## config.mk

```make
export PLATFORM = sky130hd
export DESIGN_NAME = traffic_sensor_conditioner
export DESIGN_NICKNAME = d
export VERILOG_FILES = /design/src/rtl/traffic_sensor_conditioner.sv
export SDC_FILE = /design/constraint.sdc
export NUM_CORES = 1
export LEC_CHECK = 0
export CAP_MARGIN = 20
export CORE_ASPECT_RATIO = 0.6
export CORE_UTILIZATION = 54
export DETAILED_ROUTE_END_ITERATION = 8
export HOLD_SLACK_MARGIN = 0.08
export PLACE_DENSITY_LB_ADDON = 0.15
export SYNTH_ARGS = -nofsm -noshare
export SYNTH_HDL_FRONTEND = slang
export SYNTH_SLANG_ARGS = --single-unit
```

## constraint.sdc

```tcl
create_clock -name clk -period 2 [get_ports clk]
set_clock_uncertainty 0.1 [all_clocks]
set_input_delay 0.3 -clock clk [delete_from_list [all_inputs] [get_ports clk]]
set_output_delay 0.3 -clock clk [all_outputs]
set_load 0.02 [all_outputs]
```

## src/rtl/traffic_sensor_conditioner.sv

```systemverilog
// traffic_sensor_conditioner
// Cleans up the two raw vehicle-loop detector inputs (Academic Ave = A,
// Bravado Blvd = B) before they reach the intersection light controller.
// Each approach is synchronised, debounced (DEBOUNCE_CYCLES qualifying
// samples) and gap-bridged (presence held HOLD_CYCLES after the loop drops).
//
// Optional feature macro: TRAFFIC_COUNT_EN
//   defined   -> per-approach saturating vehicle counters with count_clr
//   undefined -> count_A/count_B tied to 0, count_clr ignored
//
// Ports:
//   clk        system clock, rising edge
//   reset      synchronous active-high reset
//   raw_A/B    asynchronous loop-detector inputs
//   count_clr  synchronous clear of both counters
//   traffic_A/B conditioned presence (registered)
//   count_A/B  saturating vehicle counts (CNT_W bits)

// Per-approach synchroniser + presence FSM.
module tsc_channel #(
  parameter int DEBOUNCE_CYCLES = 4,
  parameter int HOLD_CYCLES     = 8
) (
  input  logic clk,
  input  logic reset,
  input  logic i_raw,
  output logic o_traffic,
  output logic o_qualify   // high on the edge that moves QUALIFY->PRESENT
);
  typedef enum logic [1:0] {S_IDLE, S_QUALIFY, S_PRESENT, S_HOLD} state_t;

  localparam logic [7:0] DEB_LAST  = 8'(DEBOUNCE_CYCLES - 1);
  localparam logic [7:0] HOLD_LAST = 8'(HOLD_CYCLES);

  logic       r_sync1, r_sync2;
  state_t     r_state;
  logic [7:0] r_timer;
  logic       r_traffic;

  always_ff @(posedge clk) begin
    if (reset) begin
      r_sync1 <= 1'b0;
      r_sync2 <= 1'b0;
    end else begin
      r_sync1 <= i_raw;
      r_sync2 <= r_sync1;
    end
  end

  // Presence is registered together with the state so the output never
  // glitches on a multi-bit state change.
  always_ff @(posedge clk) begin
    if (reset) begin
      r_state   <= S_IDLE;
      r_timer   <= 8'd0;
      r_traffic <= 1'b0;
    end else begin
      case (r_state)
        S_IDLE: begin
          if (r_sync2) begin
            r_state <= S_QUALIFY;
            r_timer <= 8'd1;
          end
        end
        S_QUALIFY: begin
          if (!r_sync2) begin
            r_state <= S_IDLE;
            r_timer <= 8'd0;
          end else if (r_timer == DEB_LAST) begin
            r_state   <= S_PRESENT;
            r_traffic <= 1'b1;
          end else begin
            r_timer <= r_timer + 8'd1;
          end
        end
        S_PRESENT: begin
          if (!r_sync2) begin
            r_state <= S_HOLD;
            r_timer <= 8'd1;
          end
        end
        S_HOLD: begin
          // Retrigger inside the hold window: same vehicle stream, no recount.
          if (r_sync2) begin
            r_state <= S_PRESENT;
            r_timer <= 8'd0;
          end else if (r_timer == HOLD_LAST) begin
            r_state   <= S_IDLE;
            r_timer   <= 8'd0;
            r_traffic <= 1'b0;
          end else begin
            r_timer <= r_timer + 8'd1;
          end
        end
        default: begin
          r_state   <= S_IDLE;
          r_timer   <= 8'd0;
          r_traffic <= 1'b0;
        end
      endcase
    end
  end

  assign o_traffic = r_traffic;
  assign o_qualify = (r_state == S_QUALIFY) && r_sync2 && (r_timer == DEB_LAST);
endmodule

module traffic_sensor_conditioner #(
  parameter int DEBOUNCE_CYCLES = 4,
  parameter int HOLD_CYCLES     = 8,
  parameter int CNT_W           = 8
) (
  input  logic             clk,
  input  logic             reset,
  input  logic             raw_A,
  input  logic             raw_B,
  input  logic             count_clr,
  output logic             traffic_A,
  output logic             traffic_B,
  output logic [CNT_W-1:0] count_A,
  output logic [CNT_W-1:0] count_B
);
  localparam int NUM_CH = 2;   // bit 0 = A, bit 1 = B

  logic [NUM_CH-1:0]            w_raw;
  logic [NUM_CH-1:0]            w_traffic;
  logic [NUM_CH-1:0]            w_qualify;
  logic [NUM_CH-1:0][CNT_W-1:0] w_count;

  assign w_raw = {raw_B, raw_A};

  for (genvar g = 0; g < NUM_CH; g++) begin : g_ch
    tsc_channel #(
      .DEBOUNCE_CYCLES(DEBOUNCE_CYCLES),
      .HOLD_CYCLES    (HOLD_CYCLES)
    ) u_ch (
      .clk      (clk),
      .reset    (reset),
      .i_raw    (w_raw[g]),
      .o_traffic(w_traffic[g]),
      .o_qualify(w_qualify[g])
    );

`ifdef TRAFFIC_COUNT_EN
    logic [CNT_W-1:0] r_count;
    // Clear beats a coincident increment; the count sticks at all-ones.
    always_ff @(posedge clk) begin
      if (reset || count_clr)
        r_count <= '0;
      else if (w_qualify[g] && (r_count != {CNT_W{1'b1}}))
        r_count <= r_count + CNT_W'(1);
    end
    assign w_count[g] = r_count;
`else
    assign w_count[g] = '0;
`endif
  end

`ifndef TRAFFIC_COUNT_EN
  // Counter controls have no load when counting is compiled out.
  logic w_unused_cnt;
  assign w_unused_cnt = ^{count_clr, w_qualify};
`endif

  assign traffic_A = w_traffic[0];
  assign traffic_B = w_traffic[1];
  assign count_A   = w_count[0];
  assign count_B   = w_count[1];
endmodule

```

-- After elaboration in Yosys (flattened, before gate mapping)
Index checks and enable logic that the tools add are counted.
- bits of input ports: 5
- register bits: 26
- logic and storage cells: 88
- reductions and logical operators: 10
- $add $sub $neg: 2
- eq/ne operators: 28
- mux-type cells: 38
- operators with widths (kind ; number):
    $mux 8 ; 12
    $pmux 8 s4 ; 2
    $mux 2 ; 12
    $add 8x1->8 const B ; 2
    $eq 8x2->1 const B ; 2
    $eq 8x4->1 const B ; 2
    $pmux 2 s4 ; 2
    $ne 2x1->1 const B ; 6
    $ne 2x2->1 const B ; 6
    $ne 3x3->1 const B ; 4
    $reduce_and 5->1 ; 2
    $eq 2x2->1 const B ; 4
    $mux 1 ; 8
    $reduce_and 4->1 ; 2
    $ne 3x1->1 const B ; 2
    $reduce_and 3->1 ; 2
    $eq 2x1->1 const B ; 2
    $logic_not 2->1 ; 2
    $pmux 1 s2 ; 2
    $reduce_bool 2->1 ; 2

-- Depth between registers and ports, before layout
Gate-level depths: netlist (run 1).
- depth after elaboration: 4
- depth in mapped cells: 6

-- By module
Synthesis (run 1) repeated with hierarchy kept, for this count alone.
- cells, all modules: 185
- area total of the unflattened synthesis: 1540.2 um2
- by module, submodules not included (module ; cells an instance ; area an instance (um2) ; sequential area each (um2) ; instances):
    tsc_channel ; 84 ; 708.2 ; 260.2 ; 2
    traffic_sensor_conditioner ; 17 ; 123.9 ; 0.0 ; 1

-- Least setup slack after synthesis (run 1)
No wires, ideal clock.
- path kind: register to register
- start: reg g_ch[1].u_ch.r_timer[0]
- end: reg g_ch[1].u_ch.r_timer[2]
- required time: 1.763 ns
- arrival: 1.471 ns
- stages on the path, launching flop included: 7
- setup time: 0.137 ns
- path slack: 0.292 ns
- cell sequence: dfxtp_1 inv_1 ha_1 nor4bb_1 a211oi_1 o21ai_0 nor3_1
- longest elaborated chain between the ends: 4
- ends and longest elaborated chain (item ; line ; text):
    from (decl) ; 37 ; logic [7:0] r_timer;
    from (signal assigned) ; 73 ; r_timer <= r_timer + 8'd1;
    from (signal assigned) ; 92 ; r_timer <= r_timer + 8'd1;
    $add 8x1->8 / $eq 8x4->1 (equally long branches) ; 73, 92, 87 ;
    $mux 8 (on tied branches) ; 87, 69 ;
    $mux 8 (on tied branches) ; 84, 66 ;
    $pmux 8 s4 ; 58 ; case (r_state)
Several ways; a longest one is shown, not always the timed one. The select of a mux whose other input is x is not followed.
A chain may end at the register's enable or synchronous reset.

-- Final worst setup path (run 1)
- start: reg g_ch[1].u_ch.r_timer[0]
- end: reg g_ch[1].u_ch.r_timer[0]
The elaborated chain is that of the path after synthesis.

==> metrics.log, run 1 <==
[metrics] result of the run: finished, final reports clean
[metrics] number of iterations in the first detailed-routing pass: 4
[metrics] gp weighted congestion: 0.847
[metrics] data required time of the worst path: between 2 and 2.5 ns
[metrics] prevailing post-synth register cell: dfxtp_1
[metrics] Std-Cell Rows: 14
[metrics] post-detailed-routing wire length: approximately 3.6 mm
[metrics] uppermost routed layer: met4
[metrics] largest driver fanout on the critical path: 4
[metrics] number of design-rule violations left by the first detailed-router iteration: 123
[metrics] PD cells: 612 nW/um^2
[metrics] GRT Overall Usage: 0.247
[metrics] number of global-route vias before repair: 1295
[metrics] Worst EP arrival: 1.91 ns
[metrics] worst r2r path cells: 6
[metrics] startpoint of the worst setup timing path: g_ch[1].u_ch.r_timer[0]$_SDFFE_PP0P_
[metrics] count of antenna diodes in the layout: 0
[metrics] growth of design area from synthesis to finish: 10.4%
[metrics] termination of the worst setup path: g_ch[1].u_ch.r_timer[0]$_SDFFE_PP0P_
[metrics] slew at the pin closest to its max-slew limit: 0.546 ns
[metrics] distinct cell type count after synthesis: 50
[metrics] WL/cell: 14.5 um
[metrics] total length of routed met2 wires: 1.47 mm
[metrics] number of H-tree levels: 1
[metrics] post-synthesis sequential area ratio: 0.322
[metrics] Post-synth ARST share: 0
[metrics] hold crit path type: reg -> reg
[metrics] yosys synthesis warning count: 0
[metrics] destination of the worst register-to-register timing path: g_ch[1].u_ch.r_timer[0]$_SDFFE_PP0P_
[metrics] number of cells on the worst hold path: 1
[metrics] total of endpoints with negative setup slack in the final report: 0
[metrics] combined area of all synthesized cells: 1610 sq um
[metrics] fraction of synthesized cell area taken by the top area cell type: 0.322
[metrics] share of cells above drive strength 1: 0.126
[metrics] Hold Buf Count CTS: 0
[metrics] kind of end point of the critical path: flip-flop
[metrics] HPWL after detailed placement: ~2.7 mm
[metrics] leakage power figure: 0.666 nW
[metrics] Worst Setup Path Type: reg -> reg
[metrics] overall via count from detail_route: around 1400
[metrics] Max clock buf depth: 2
[metrics] number of nets still failing antenna checks after routing: 0
[metrics] gate count of the mapped netlist: a little under 200
[metrics] Max rail drop VDD: 0.539 mV
[metrics] count of pins on the block boundary: 23
[metrics] leading cell type by number of instances after synthesis: dfxtp_1
[metrics] effective utilization at floorplan: 0.606
[metrics] Hold Violations, Final: 0
[metrics] number of max-cap violations: 0
[metrics] Design Area, Final: 1780 sq um
[metrics] sum of met3 wire segment lengths after detailed routing: 278 um
[metrics] routed length on met1: approximately 1.8 mm
[metrics] setup repair after global routing missed its margin: false
[metrics] total DRC errors in the routed layout: 0
[metrics] Clock Latency Late Sink: 0.27 ns
[metrics] reg-to-reg setup timing slack: ~0.16 ns
[metrics] type of origin of the critical path: flip-flop
[metrics] vertical extent of the die: about 44 um
[metrics] core region area: 2660 sq um
[metrics] reg-to-reg critical path startpoint: g_ch[1].u_ch.r_timer[0]$_SDFFE_PP0P_
[metrics] Clock Root Buffer: clkbuf_8
[metrics] Clk pin slew, worst setup/hold paths: around 0.090 ns
[metrics] share of the clock period used by the worst path after layout: 0.920
[metrics] vias per cell: 5.85
[metrics] number of synthesized register bits: 26
[metrics] number of sinks on the clock net: 26
[metrics] summed negative setup slack over all endpoints: 0 ns
[metrics] total grt overflow: 0
[metrics] clock tree from TritonCTS: yes
[metrics] cell type with the largest total area after synthesis: dfxtp_1
[metrics] maximum number of pins on one net before global-route repair: 16
[metrics] max frequency: 543 MHz
[metrics] dominant cells by area after synthesis: dfxtp_1, buf_4, xor2_1, a21oi_1, o21ai_0
[metrics] final critical path time including I/O delays and setup: 1.84 ns
[metrics] die span in x: 72.6 um
[metrics] number of antenna violations at the first check in global routing: 0
[metrics] Mapped Avg Cell Area: between 8 and 9 sq um
[metrics] wire length of the first global-routing pass: 6.11 mm
[metrics] count of pins over their slew limit: 0
[metrics] most numerous cell types in the synthesized netlist: dfxtp_1, buf_4, nor2_1
[metrics] power consumption: 0.00109 W
[metrics] # nets final: 217
[metrics] area of the die: between 3000 and 4000 sq um
[metrics] number of buffers created by CTS: 3
[metrics] worst-case headroom to the max-slew limit: 0.634
[metrics] input/output buffers: 5
[metrics] number of flops mapped to enable cells by yosys: 0
[metrics] Placed Instance Area: roughly 1700 sq um
## flip-flops by register name, indices dropped and copies added (netlist names), named ones only
signal and count:
g_ch.u_ch.o_traffic 2, g_ch.u_ch.r_state 2, g_ch.u_ch.r_sync1 2, g_ch.u_ch.r_sync2 2
g_ch.u_ch.r_timer 16
## critical path, cell delays in order (launching register included)
cell      delay, ns
dfxtp_1        0.40
inv_1          0.10
ha_1           0.19
nor4bb_2       0.18
a211oi_2       0.34
o21ai_0        0.14
a221oi_1       0.30
## area by class of cell
| class | count | area, sq um |
|---|---|---|
| clock buffer | 3 | 41.3 |
| clock inverter | 1 | 30.0 |
| fill | 223 | 881 |
| inverter | 9 | 33.8 |
| multi-input combinational | 152 | 972 |
| sequential | 26 | 522 |
| tap | 40 | 50.0 |
| timing repair buffer | 16 | 133 |
## stage by stage
| stage | worst slack (ns) | std cells | hold WS (ns) | utilization |
|---|---|---|---|---|
| final | 0.159 | 247 | 0.343 | 0.669 |
| after global routing | 0.0196 | 247 | 0.373 | 0.669 |
| after CTS | 0.0793 | 247 | 0.347 | 0.664 |
| after detailed placement | 0.108 | 243 | 0.325 | 0.637 |
| after global placement | 0.195 | 243 | 0.319 | 0.637 |
| after floorplan | 0.292 | 212 | 0.272 | - |
## cell families (layout without fill, tap and decap cells)
| family | Yosys count | after routing | share of synthesized area |
|---|---|---|---|
| buffers and inverters | 34 | 29 | 0.119 |
| and+or+nand+nor | 65 | 65 | 0.234 |
| other | 1 | 16 | 0.00232 |
| xor gates and xnor gates | 11 | 11 | 0.0597 |
| adders and majority gates | 4 | 4 | 0.0310 |
| DFF | 26 | 26 | 0.322 |
| AOI/OAI and AO/OA | 56 | 56 | 0.232 |
## per-layer routing
metal / up-vias / track usage
met5: - / 0
met1: 667 / 0.379
li1: 701 / -
met4: 0 / 0.0392
met2: 76 / 0.355
met3: 2 / 0.0569
## cells in the final DEF (no fill, tap or decap), types with 3 or more instances in the layout
| cell | count |
|---|---|
| nor2b_1 | 7 |
| nand2b_1 | 3 |
| o2111ai_1 | 4 |
| nor2_1 | 16 |
| o211ai_1 | 4 |
| xor2_1 | 10 |
| ha_1 | 3 |
| o21ai_0 | 13 |
| and3_1 | 4 |
| nand3_1 | 7 |
| dfxtp_1 | 25 |
| conb_1 | 16 |
| nor4b_1 | 3 |
| nor3_1 | 3 |
| inv_1 | 9 |
| clkbuf_8 | 3 |
| clkdlybuf4s50_1 | 5 |
| a21oi_1 | 13 |
| buf_4 | 11 |
| nand2_1 | 6 |
## power breakdown
| group | switching, W | total, W | internal, W |
|---|---|---|---|
| clock network | 0.000166 | 0.000434 | 0.000268 |
| logic | 0.0000745 | 0.000116 | 0.0000411 |
| registers | 0.0000128 | 0.000541 | 0.000528 |
## worst min-delay path by stage
stage	end	slack, ns	from
final	g_ch[0].u_ch.r_sync2$_SDFF_PP0_	0.34	g_ch[0].u_ch.r_sync1$_SDFF_PP0_
after CTS	g_ch[0].u_ch.r_sync2$_SDFF_PP0_	0.35	g_ch[0].u_ch.r_sync1$_SDFF_PP0_
after detailed placement	g_ch[0].u_ch.r_sync2$_SDFF_PP0_	0.32	g_ch[0].u_ch.r_sync1$_SDFF_PP0_
after floorplan	g_ch[0].u_ch.r_sync1$_SDFF_PP0_	0.27	reset
after global routing	g_ch[0].u_ch.r_sync2$_SDFF_PP0_	0.37	g_ch[0].u_ch.r_sync1$_SDFF_PP0_
after global placement	g_ch[0].u_ch.r_sync2$_SDFF_PP0_	0.32	g_ch[0].u_ch.r_sync1$_SDFF_PP0_
## timing repair
item | 4_1_cts | 5_1_grt
setup buffers | 0 | 0
gates resized for setup | 0 | 4
setup endpoints to repair | 0 | 2
No activity file was read; power rests on OpenSTA's default activity.
==> run 2, diff against run 1 <==
--- a/config.mk
+++ b/config.mk
@@ -8,9 +8,10 @@
 export CAP_MARGIN = 20
 export CORE_ASPECT_RATIO = 0.6
 export CORE_UTILIZATION = 54
+export CTS_CLUSTER_SIZE = 28
 export DETAILED_ROUTE_END_ITERATION = 8
 export HOLD_SLACK_MARGIN = 0.08
-export PLACE_DENSITY_LB_ADDON = 0.15
+export PLACE_DENSITY_LB_ADDON = 0.25
 export SYNTH_ARGS = -nofsm -noshare
 export SYNTH_HDL_FRONTEND = slang
 export SYNTH_SLANG_ARGS = --single-unit
==> run 2 against run 1 <==
Against the previous run:
- setup slack got worse by 0.095 ns
- non-clock buffer count decreased by 3
- final area decreased by 1.4%
- via count decreased by 3.4%
- sequential share of layout area increased by 0.35 points
- clock power decreased by 1%
- utilization decreased by 0.94 points
- global-route usage decreased by 0.69 points
- final cell count decreased by 1.2%
- critical path depth decreased by 2
- hold slack improved by 0.016 ns
- critical path type unchanged
- critical endpoint is now g_ch[0].u_ch.r_timer[2]$_SDFFE_PP0P_
==> metrics.log, run 2 (synthesis gave the netlist of run 1 again) <==
[metrics] maximum number of pins on one net before global-route repair: 16 (unchanged)
[metrics] PD cells: 615 nW/um^2 (+0.41%)
[metrics] wire length of the first global-routing pass: 5.90 mm (-3.4%)
[metrics] Max clock buf depth: 2 (unchanged)
[metrics] kind of end point of the critical path: flip-flop
[metrics] worst-case headroom to the max-slew limit: 0.614 (-0.0199)
[metrics] data required time of the worst path: 2.05 ns (-0.02 ns)
[metrics] number of antenna violations at the first check in global routing: 0 (unchanged)
[metrics] share of cells above drive strength 1: 0.103 (-0.0227)
[metrics] slew at the pin closest to its max-slew limit: 0.576 ns (+0.0296 ns)
[metrics] summed negative setup slack over all endpoints: 0 ns (unchanged)
[metrics] number of global-route vias before repair: 1265 (-2.3%)
[metrics] largest driver fanout on the critical path: 8 (+4)
[metrics] Clock Latency Late Sink: 0.27 ns (about the same)
[metrics] growth of design area from synthesis to finish: 8.84%
[metrics] Worst Min Path Start: g_ch[0].u_ch.r_sync1$_SDFF_PP0_
[metrics] max frequency: 517 MHz (-4.9%)
[metrics] effective utilization at floorplan: 0.606 (unchanged)
[metrics] leading cell type in the layout, fill and taps excluded: dfxtp_1
[metrics] setup repair after global routing missed its margin: false
[metrics] total area of sequential cells: 520 sq um (-0.24%)
[metrics] number of H-tree levels: 1 (unchanged)
[metrics] number of sinks on the clock net: 26 (unchanged)
[metrics] Filler cells: 232 (+4.0%)
[metrics] Hold Violations, Final: 0 (unchanged)
[metrics] clock tree from TritonCTS: yes
[metrics] number of nets still failing antenna checks after routing: 0 (unchanged)
[metrics] vertical extent of the die: 44.4 um (unchanged)
[metrics] GRT Overall Usage: 0.240 (-0.00688)
[metrics] number of design-rule violations left by the first detailed-router iteration: 132 (+7.3%)
[metrics] reg-to-reg critical path startpoint: g_ch[0].u_ch.r_timer[2]$_SDFFE_PP0P_
[metrics] Clock Root Buffer: clkbuf_8
[metrics] register ranked first by flip-flop count: g_ch.u_ch.r_timer
[metrics] total DRC errors in the routed layout: 0 (unchanged)
[metrics] total of cells resized after clock tree synthesis: 0 (unchanged)
[metrics] hold crit path type: reg -> reg
[metrics] die span in x: 72.6 um (unchanged)
[metrics] Worst EP arrival: 1.99 ns (+0.08 ns)
[metrics] overall via count from detail_route: 1397 (-3.4%)
[metrics] Std-Cell Rows: 14 (unchanged)
[metrics] # nets final: 214 (-1.4%)
[metrics] share of the clock period used by the worst path after layout: 0.968 (+0.0474)
[metrics] count of pins on the block boundary: 23 (unchanged)
[metrics] Max rail drop VDD: 0.512 mV (-4.9%)
[metrics] leakage power figure: 0.653 nW (-1.9%)
[metrics] buffer count from post-CTS setup fixing: 0 (unchanged)
[metrics] WL/cell: 14.1 um (-2.6%)
[metrics] post-detailed-routing wire length: 3.45 mm (-3.7%)
[metrics] type of origin of the critical path: flip-flop
[metrics] number of iterations in the first detailed-routing pass: 4 (unchanged)
[metrics] count of pins over their slew limit: 0 (unchanged)
[metrics] number of max-cap violations: 0 (unchanged)
[metrics] input/output buffers: 5 (unchanged)
[metrics] result of the run: finished, final reports clean
[metrics] core region area: 2660 sq um (unchanged)
[metrics] startpoint of the worst setup timing path: g_ch[0].u_ch.r_timer[2]$_SDFFE_PP0P_
[metrics] total of endpoints with negative setup slack in the final report: 0 (unchanged)
[metrics] total grt overflow: 0 (unchanged)
[metrics] HPWL after detailed placement: 2.61 mm (-1.9%)
[metrics] area of the die: 3220 sq um (unchanged)
[metrics] most frequent cells in the layout: dfxtp_1, nor2_1, conb_1
[metrics] Worst Setup Path Type: reg -> reg
[metrics] final critical path time including I/O delays and setup: 1.94 ns (+0.0949 ns)
[metrics] gp weighted congestion: 0.864 (+2.0%)
[metrics] area of the multi-input gates: 971 sq um (-0.13%)
[metrics] flip-flop count of the largest register after layout: 16 (unchanged)
[metrics] Min Hold Slack: 0.358 ns (+0.0157 ns)
[metrics] vias per cell: 5.73 (-2.2%)
[metrics] Hold Buf Count CTS: 0 (unchanged)
[metrics] count of antenna diodes in the layout: 0 (unchanged)
[metrics] Clk pin slew, worst setup/hold paths: 0.09 ns (about the same)
[metrics] number of buffers created by CTS: 3 (unchanged)
[run 2: stage by stage]
stage          worst slack (ns)  utilization  cells  power (W)  instance area (sq um)
2_1_floorplan             0.292            -    212   0.000651                   1670
3_3_place_gp              0.166        0.628    240   0.000656                   1670
3_5_place_dp              0.114        0.628    240   0.000661                   1670
4_1_cts                   0.100        0.655    244    0.00109                   1740
5_1_grt                 0.00399        0.660    244    0.00112                   1760
6_report                 0.0643        0.660    244    0.00108                   1760
[run 2: power by group]
group	switching [W]	total [W]	leakage (nW)	internal, W
registers	0.0000136	0.000541	0.211	0.000528
clock network	0.000161	0.000428	0.0357	0.000268
logic	0.0000703	0.000110	0.406	0.0000395
total	0.000245	0.00108	0.653	0.000835
[run 2: per-layer routing]
metal  routed length [um]  vias to the layer above  GRT usage
met5                    0                        -          0
met4                   16                        0     0.0275
met3                  276                        4     0.0592
met2                 1400                       63      0.361
met1                 1760                      633      0.359
li1                     -                      697          -
[run 2: final timing paths]
check                                               to  slack (ns)  depth (start not counted)
hold reg to reg        g_ch[0].u_ch.r_sync2$_SDFF_PP0_        0.36                          1
setup reg to reg  g_ch[0].u_ch.r_timer[2]$_SDFFE_PP0P_        0.06                          4
setup / recovery  g_ch[0].u_ch.r_timer[2]$_SDFFE_PP0P_        0.06                          4
hold / removal         g_ch[0].u_ch.r_sync2$_SDFF_PP0_        0.36                          1
[run 2: cell type report]
class,instances,area share
Clock buffer,3,0.0235
Clock inverter,1,0.0171
Inverter,9,0.0192
Multi-Input combinational cell,152,0.553
Sequential cell,26,0.296
Tap cell,40,0.0285
Timing Repair Buffer,13,0.0627
[run 2: worst max-delay path, stage by stage, from the launching register on]
cell and delay [ns]:
dfxtp_1 0.40, or4_4 0.58, o311ai_1 0.34, a311o_2 0.33, a21oi_1 0.07
